--- src/rtl/cam_to_world_if.sv ---
// Point-in / point-out bus for cam_to_world. Element [0] of each 3-vector is x, [1] y, [2] z.
// The slave modport is the un-projection block; the master is whoever feeds and drains it.
interface cam_to_world_if #(
   parameter int CAM_WIDTH = 20,
   parameter int C_WIDTH   = 18,
   parameter int V_WIDTH   = 16,
   parameter int P_WIDTH   = 16
);
   logic                      valid_in;
   logic                      ready_out;
   logic [2:0][CAM_WIDTH-1:0] cam;
   logic [2:0][C_WIDTH-1:0]   C;
   logic [2:0][V_WIDTH-1:0]   u;
   logic [2:0][V_WIDTH-1:0]   v;
   logic [2:0][V_WIDTH-1:0]   n;
   logic                      valid_out;
   logic                      ready_in;
   logic [2:0][P_WIDTH-1:0]   P;
   logic                      sat_out;

   modport master (
      output valid_in, cam, C, u, v, n, ready_in,
      input  ready_out, valid_out, P, sat_out
   );

   modport slave (
      input  valid_in, cam, C, u, v, n, ready_in,
      output ready_out, valid_out, P, sat_out
   );
endinterface

--- src/rtl/cam_to_world.sv ---
// Camera-space to world-space un-projection: P = C + x*u + y*v + z*n, computed with one
// shared signed multiplier over nine MAC steps, one point per 11 cycles.
module cam_to_world #(
   parameter int CAM_WIDTH = 20,
   parameter int C_WIDTH   = 18,
   parameter int V_WIDTH   = 16,
   parameter int P_WIDTH   = 16,
   parameter int FRAC_BITS = 14
) (
   input  logic          clk,
   input  logic          rst,
   cam_to_world_if.slave io
);
   localparam int ACC_WIDTH  = CAM_WIDTH + V_WIDTH - FRAC_BITS + 3;
   localparam int PROD_WIDTH = CAM_WIDTH + V_WIDTH;
   localparam logic signed [ACC_WIDTH-1:0] P_MAX = ACC_WIDTH'((32'sd1 <<< (P_WIDTH - 1)) - 32'sd1);
   localparam logic signed [ACC_WIDTH-1:0] P_MIN = ~P_MAX;

   typedef enum logic [1:0] {IDLE = 2'd0, MAC = 2'd1, DONE = 2'd2} state_e;

   function automatic logic [P_WIDTH-1:0] sat_p(input logic signed [ACC_WIDTH-1:0] val);
      logic [P_WIDTH-1:0] r;
      if (val > P_MAX) begin
         r = P_MAX[P_WIDTH-1:0];
      end else if (val < P_MIN) begin
         r = P_MIN[P_WIDTH-1:0];
      end else begin
         r = val[P_WIDTH-1:0];
      end
      return r;
   endfunction

   state_e                       state_q, state_d;
   logic [3:0]                   step_q, step_d;
   logic [2:0][CAM_WIDTH-1:0]    cam_q, cam_d;
   logic [2:0][C_WIDTH-1:0]      c_q, c_d;
   logic [2:0][V_WIDTH-1:0]      u_q, u_d, v_q, v_d, n_q, n_d;
   logic signed [ACC_WIDTH-1:0]  acc_q, acc_d;
   logic [2:0][P_WIDTH-1:0]      p_q, p_d;
   logic                         sat_q, sat_d, sat_out_q, sat_out_d, valid_q, valid_d;

   logic [1:0]                   axis_s, term_s;
   logic signed [CAM_WIDTH-1:0]  mul_a_s;
   logic signed [V_WIDTH-1:0]    mul_b_s;
   logic signed [PROD_WIDTH-1:0] prod_s, prod_shift_s;
   logic signed [ACC_WIDTH-1:0]  term_val_s, base_s, acc_sum_s;
   logic                         clamp_s;

   // Step counter to (axis, term) decode.
   always_comb begin
      axis_s = 2'd0;
      term_s = 2'd0;
      case (step_q)
         4'd0: begin axis_s = 2'd0; term_s = 2'd0; end
         4'd1: begin axis_s = 2'd0; term_s = 2'd1; end
         4'd2: begin axis_s = 2'd0; term_s = 2'd2; end
         4'd3: begin axis_s = 2'd1; term_s = 2'd0; end
         4'd4: begin axis_s = 2'd1; term_s = 2'd1; end
         4'd5: begin axis_s = 2'd1; term_s = 2'd2; end
         4'd6: begin axis_s = 2'd2; term_s = 2'd0; end
         4'd7: begin axis_s = 2'd2; term_s = 2'd1; end
         4'd8: begin axis_s = 2'd2; term_s = 2'd2; end
         default: begin axis_s = 2'd0; term_s = 2'd0; end
      endcase
   end

   // Multiplier operand select: x pairs with u, y with v, z with n.
   always_comb begin
      mul_a_s = '0;
      mul_b_s = '0;
      case (term_s)
         2'd0:    begin mul_a_s = $signed(cam_q[0]); mul_b_s = $signed(u_q[axis_s]); end
         2'd1:    begin mul_a_s = $signed(cam_q[1]); mul_b_s = $signed(v_q[axis_s]); end
         2'd2:    begin mul_a_s = $signed(cam_q[2]); mul_b_s = $signed(n_q[axis_s]); end
         default: begin mul_a_s = '0;                mul_b_s = '0;                end
      endcase
   end

   // Arithmetic shift floors toward -inf; the first term of each axis seeds from C.
   assign prod_s       = mul_a_s * mul_b_s;
   assign prod_shift_s = prod_s >>> FRAC_BITS;
   assign term_val_s   = prod_shift_s[ACC_WIDTH-1:0];
   assign base_s       = (term_s == 2'd0) ? ACC_WIDTH'($signed(c_q[axis_s])) : acc_q;
   assign acc_sum_s    = base_s + term_val_s;
   assign clamp_s      = (acc_sum_s > P_MAX) || (acc_sum_s < P_MIN);

   // Next-state and datapath update.
   always_comb begin
      state_d   = state_q;
      step_d    = step_q;
      cam_d     = cam_q;
      c_d       = c_q;
      u_d       = u_q;
      v_d       = v_q;
      n_d       = n_q;
      acc_d     = acc_q;
      p_d       = p_q;
      sat_d     = sat_q;
      sat_out_d = sat_out_q;
      valid_d   = valid_q;
      case (state_q)
         IDLE: begin
            if (io.valid_in) begin
               cam_d   = io.cam;
               c_d     = io.C;
               u_d     = io.u;
               v_d     = io.v;
               n_d     = io.n;
               step_d  = 4'd0;
               state_d = MAC;
            end else begin
               state_d = IDLE;
            end
         end
         MAC: begin
            acc_d = acc_sum_s;
            if (term_s == 2'd2) begin
               p_d[axis_s] = sat_p(acc_sum_s);
               sat_d       = sat_q | clamp_s;
            end else begin
               sat_d = sat_q;
            end
            if (step_q == 4'd8) begin
               state_d   = DONE;
               valid_d   = 1'b1;
               sat_out_d = sat_q | clamp_s;
            end else begin
               step_d = step_q + 4'd1;
            end
         end
         DONE: begin
            if (io.ready_in) begin
               valid_d = 1'b0;
               sat_d   = 1'b0;
               state_d = IDLE;
            end else begin
               state_d = DONE;
            end
         end
         default: begin
            state_d = IDLE;
            valid_d = 1'b0;
         end
      endcase
   end

   // State and datapath registers with synchronous reset.
   always_ff @(posedge clk) begin
      if (rst) begin
         state_q   <= IDLE;
         step_q    <= 4'd0;
         cam_q     <= '0;
         c_q       <= '0;
         u_q       <= '0;
         v_q       <= '0;
         n_q       <= '0;
         acc_q     <= '0;
         p_q       <= '0;
         sat_q     <= 1'b0;
         sat_out_q <= 1'b0;
         valid_q   <= 1'b0;
      end else begin
         state_q   <= state_d;
         step_q    <= step_d;
         cam_q     <= cam_d;
         c_q       <= c_d;
         u_q       <= u_d;
         v_q       <= v_d;
         n_q       <= n_d;
         acc_q     <= acc_d;
         p_q       <= p_d;
         sat_q     <= sat_d;
         sat_out_q <= sat_out_d;
         valid_q   <= valid_d;
      end
   end

   assign io.ready_out = (state_q == IDLE);
   assign io.valid_out = valid_q;
   assign io.P         = p_q;
   assign io.sat_out   = sat_out_q;
endmodule

--- src/flat_wrapper.sv ---
// flat-port wrapper written by rule: the top's interface ports become plain ports
module cam_to_world_flat 
#(
   parameter int CAM_WIDTH = 20,
   parameter int C_WIDTH   = 18,
   parameter int V_WIDTH   = 16,
   parameter int P_WIDTH   = 16,
   parameter int FRAC_BITS = 14
)
  (clk, rst, io_valid_in, io_cam, io_C, io_u, io_v, io_n, io_ready_in, io_ready_out, io_valid_out, io_P, io_sat_out);
  cam_to_world_if #(.CAM_WIDTH(CAM_WIDTH), .C_WIDTH(C_WIDTH), .V_WIDTH(V_WIDTH), .P_WIDTH(P_WIDTH)) io_i ();
  input  logic clk;
  input  logic rst;
  input wire logic [$bits(io_i.valid_in)-1:0] io_valid_in;
  input wire logic [$bits(io_i.cam)-1:0] io_cam;
  input wire logic [$bits(io_i.C)-1:0] io_C;
  input wire logic [$bits(io_i.u)-1:0] io_u;
  input wire logic [$bits(io_i.v)-1:0] io_v;
  input wire logic [$bits(io_i.n)-1:0] io_n;
  input wire logic [$bits(io_i.ready_in)-1:0] io_ready_in;
  output wire logic [$bits(io_i.ready_out)-1:0] io_ready_out;
  output wire logic [$bits(io_i.valid_out)-1:0] io_valid_out;
  output wire logic [$bits(io_i.P)-1:0] io_P;
  output wire logic [$bits(io_i.sat_out)-1:0] io_sat_out;
  assign io_i.valid_in = io_valid_in;
  assign io_i.cam = io_cam;
  assign io_i.C = io_C;
  assign io_i.u = io_u;
  assign io_i.v = io_v;
  assign io_i.n = io_n;
  assign io_i.ready_in = io_ready_in;
  assign io_ready_out = io_i.ready_out;
  assign io_valid_out = io_i.valid_out;
  assign io_P = io_i.P;
  assign io_sat_out = io_i.sat_out;
  cam_to_world #(.CAM_WIDTH(CAM_WIDTH), .C_WIDTH(C_WIDTH), .V_WIDTH(V_WIDTH), .P_WIDTH(P_WIDTH), .FRAC_BITS(FRAC_BITS)) u_core (.clk(clk), .rst(rst), .io(io_i));
endmodule
--- config.mk ---
export PLATFORM = sky130hd
export DESIGN_NAME = cam_to_world_flat
export DESIGN_NICKNAME = d
export VERILOG_FILES = /design/src/rtl/cam_to_world_if.sv /design/src/rtl/cam_to_world.sv /design/src/flat_wrapper.sv
export SDC_FILE = /design/constraint.sdc
export NUM_CORES = 2
export LEC_CHECK = 0
export BUFFER_PORTS_ARGS = -buffer_cell sky130_fd_sc_hd__buf_2
export CAP_MARGIN = 15
export CORE_MARGIN = 1
export CORE_UTILIZATION = 30
export DETAILED_ROUTE_END_ITERATION = 7
export SYNTH_ARGS = -nofsm -noshare
export SYNTH_HDL_FRONTEND = slang
export SYNTH_SLANG_ARGS = --single-unit
--- constraint.sdc ---
create_clock -name clk -period 16.85 [get_ports clk]
set_input_delay 3.37 -clock clk [delete_from_list [all_inputs] [get_ports clk]]
set_output_delay 3.37 -clock clk [all_outputs]
set_load 0.01 [all_outputs]
==> summary.md <==
| Metric | Value |
|---|---|
| Sw frac | `39.28%` |
| Area after DPL | `29,420 sq um` |
| Highest routed layer | `met5` |
| Most frequent cells in the layout | `nand2_1 (801), inv_1 (371), a21oi_1 (357), dfxtp_1 (340), fa_1 (319)` |
| Comb pwr share | `40.8%` |
| Worst-margin pin slew | `1.149 ns` |
| Fraction of layout cells with a size suffix above 1 | `13.20%` |
| Vias in the first global route | `22,890` |
| TNS Setup | `0 ns` |
| GRT Residual Overflow | `0` |
| Status | `complete, no violations` |
| Commonest non-fill, non-tap cell in the layout | `nand2_1` |
| Routed WL | `87,580 um` |
| Clock Latency Late Sink | `0.57 ns` |
| Synth Cell Area | `26,790 sq um` |
| Post-DP HPWL | `67,720 um` |
| Primary FF master, synth | `dfxtp_1` |
| Met1 wire length | `39,830 um` |
| Critical path's most frequent cell | `fa_1` |
| Num CTS Buffers | `37` |
| PwrDens | `96.39 nW/um^2` |
| Headroom to the max-slew limit | `22.89%` |
| CTS H-tree depth | `2` |
| Number of distinct library cells after synthesis | `64` |
| Mapped Cells | `3,306` |
| Worst setup startpoint | `u_core.axis_s[0]$_SDFF_PP0_` |
| Met2 Wirelength | `37,300 um` |
| Reg power frac | `30.4%` |
| Antenna violations before repair | `2` |
| WP data arrival | `13.06 ns` |
| Total track usage | `19.49%` |
| FFs w/ async S/R, synth | `0%` |
| Hold Crit Class | `reg2reg` |
| EDFF count, synth | `0` |
| FP Rows | `109` |
| Hold Buf Count CTS | `0` |
| Final Hold Fails | `0` |
| Wire length per cell | `18.62 um` |
| Fin crit period | `12.65 ns` |
| Cell-internal power | `1.796 mW` |
| Layout net count | `4,212` |
| Clk sinks | `344` |
| Crit Path Class | `reg2reg` |
| Die H | `300.9 um` |
| Slew Limit Fails | `0` |
| Net Sw Power | `1.162 mW` |
| Number of max-cap violations | `0` |
| CTS tree | `built` |
| Vias | `23,080` |
| Clock Path Buffers | `3` |
| Static leakage | `13.55 nW` |
| Synth Net Count | `4,003` |
| Initial drt markers | `2,033` |
| Routed vias/inst | `4.907` |
| Number of synthesized register bits | `344` |
| Total iterations of the first detailed-routing run | `5` |
| Worst r2r src | `u_core.axis_s[0]$_SDFF_PP0_` |
| Hold slack | `0.4530 ns` |
| Endpoint class of the critical path | `flop` |
| F_max | `79.05 MHz` |
| Chip width | `300.9 um` |
| Post-route cell area | `30,690 sq um` |
| # setup viols final | `0` |
| Post-CTS Setup Bufs | `0` |
| Hold wc startpoint | `u_core.n_q[24]$_SDFFE_PP0P_` |
| Peak VDD IR | `0.06378 mV` |
| CTS root buf | `clkbuf_16` |
| Syn Area/Cell | `8.105 sq um` |
| Number of gates resized after CTS | `0` |
| RSZ-0062 raised after global routing | `no` |
| Routability cong. | `0.9289` |
| Max stage delay on crit path | `0.77 ns` |
| Placed cell count | `4,640` |
| Largest net degree at the start of global routing | `199` |
| Core area | `88,370 sq um` |
| Clock power frac | `28.8%` |
| Final core occ | `34.73%` |
| Fill count | `9,373` |
| First-pass GRT wire length | `135,800 um` |
| Final Non-Filler Cells | `4,704` |
| CTS clk-pin slew, worst paths | `0.07 ns` |
| Port bufs | `312` |
| I/O pins | `313` |
| Starting Density | `30.32%` |
| Die area | `90,510 sq um` |
| CP required | `17.26 ns` |
| Fin crit share | `75.08%` |
| P&R area growth vs syn | `14.53%` |
| DR WL met3 | `8106 um` |
| YS warnings | `0` |
| Clk_skew | `0.02479 ns` |
| DRC Markers | `0` |
| CP max stage cell | `dfxtp_4` |
| Crit path max fanout | `36` |
| Critical path launch point type | `flop` |
| Routed Antenna Nets | `0` |
| Post-synthesis sequential area ratio | `25.70%` |
-- final cells by class --
type / count / area, sq um / share of cell area (%)
Clock buffer: 52 / 1095 / 3.567
Timing Repair Buffer: 352 / 1884 / 6.140
Tap cell: 1165 / 1458 / 4.750
Sequential cell: 344 / 6897 / 22.47
Multi-Input combinational cell: 2409 / 17800 / 58.01
Clock inverter: 10 / 158.9 / 0.5178
Inverter: 371 / 1393 / 4.538
Antenna cell: 1 / 2.502 / 0.008154
-- worst paths after layout --
kind	to	slack [ns]	cells past startpoint
setup / recovery	u_core.io.P[2]$_SDFFE_PP0P_	4.20	40
hold / removal	u_core.n_q[24]$_SDFFE_PP0P_	0.45	2
setup reg to reg	u_core.io.P[2]$_SDFFE_PP0P_	4.20	40
hold reg to reg	u_core.n_q[24]$_SDFFE_PP0P_	0.45	2
-- worst max-delay path: cells and delay by family, from the launching register on --
family | cells | cell delay [ns]
buffers and inverters | 3 | 0.76
muxes | 1 | 0.41
adders and majority gates | 8 | 3.60
and+or+nand+nor | 13 | 3.09
xor gates and xnor gates | 2 | 0.27
DFF | 1 | 0.77
AOI/OAI and AO/OA | 13 | 3.48
-- state kept, by name, indices dropped and copies added, names as in the netlist, 4 cells and up --
name	cells
u_core.acc_q	25
u_core.c_q	54
u_core.cam_q	60
u_core.io.P	48
u_core.n_q	48
u_core.step_q	4
u_core.u_q	48
u_core.v_q	48
-- routing by layer --
metal,vias up,track usage [%]
met5,-,0.4762
met4,6,4.726
met3,135,5.216
met2,941,28.75
met1,11090,27.97
li1,10910,-
-- stage by stage --
stage / setup slack, ns / power (mW)
after global placement: 4.563 / 2.094
final: 4.199 / 2.958
after floorplan: 6.161 / 1.717
after CTS: 4.252 / 2.962
after global routing: 3.330 / 3.138
after detailed placement: 4.357 / 2.086
-- power by group through the flow --
stage	clock [mW]	combinational [mW]	sequential, mW
after floorplan	0	0.812	0.905
after global placement	0	1.18	0.915
after detailed placement	0	1.17	0.916
after CTS	0.872	1.19	0.898
after global routing	0.902	1.33	0.905
final	0.853	1.21	0.899
-- cells by family (layout without fill, tap and decap cells) --
logic type | after synthesis | after routing | synth area share (%)
compound gates | 616 | 616 | 13.62
flops | 344 | 344 | 25.70
mux | 92 | 92 | 3.502
xor+xnor | 56 | 56 | 1.919
simple gates | 1210 | 1210 | 18.08
fa+ha+maj | 435 | 435 | 29.25
other cells | 0 | 1 | 0
buf+inv | 553 | 785 | 7.934
-- cell usage after synthesis (all sizes together), types with 2 or more instances --
cell / instances / area, sq um
a211oi: 53 / 488.0
nand3: 11 / 55.05
nor4: 6 / 37.54
o211ai: 10 / 75.07
ha: 116 / 1451
or3: 2 / 12.51
and3: 3 / 18.77
a311oi: 2 / 17.52
a211o: 3 / 26.28
buf: 21 / 128.9
a31oi: 7 / 43.79
mux2i: 78 / 780.8
nor2b: 15 / 111.4
o2bb2ai: 2 / 17.52
clkbuf: 161 / 604.3
o21a: 27 / 202.7
a21oi: 359 / 1804
o21ai: 89 / 449.2
xor2: 13 / 113.9
o31ai: 2 / 15.01
a21o: 27 / 202.7
o21bai: 7 / 52.55
and4: 3 / 26.28
and2: 17 / 106.4
nand2: 803 / 3017
a221oi: 14 / 122.6
or2: 12 / 75.07
fa: 319 / 6386
nand2b: 15 / 93.84
nor2: 292 / 1096
mux2: 14 / 157.6
dfxtp: 344 / 6887
nor3: 22 / 132.6
nand4: 6 / 37.54
inv: 371 / 1393
xnor2: 42 / 375.4
o41a: 2 / 22.52
a221o: 3 / 30.03
Power figures use the tool's default switching activity.
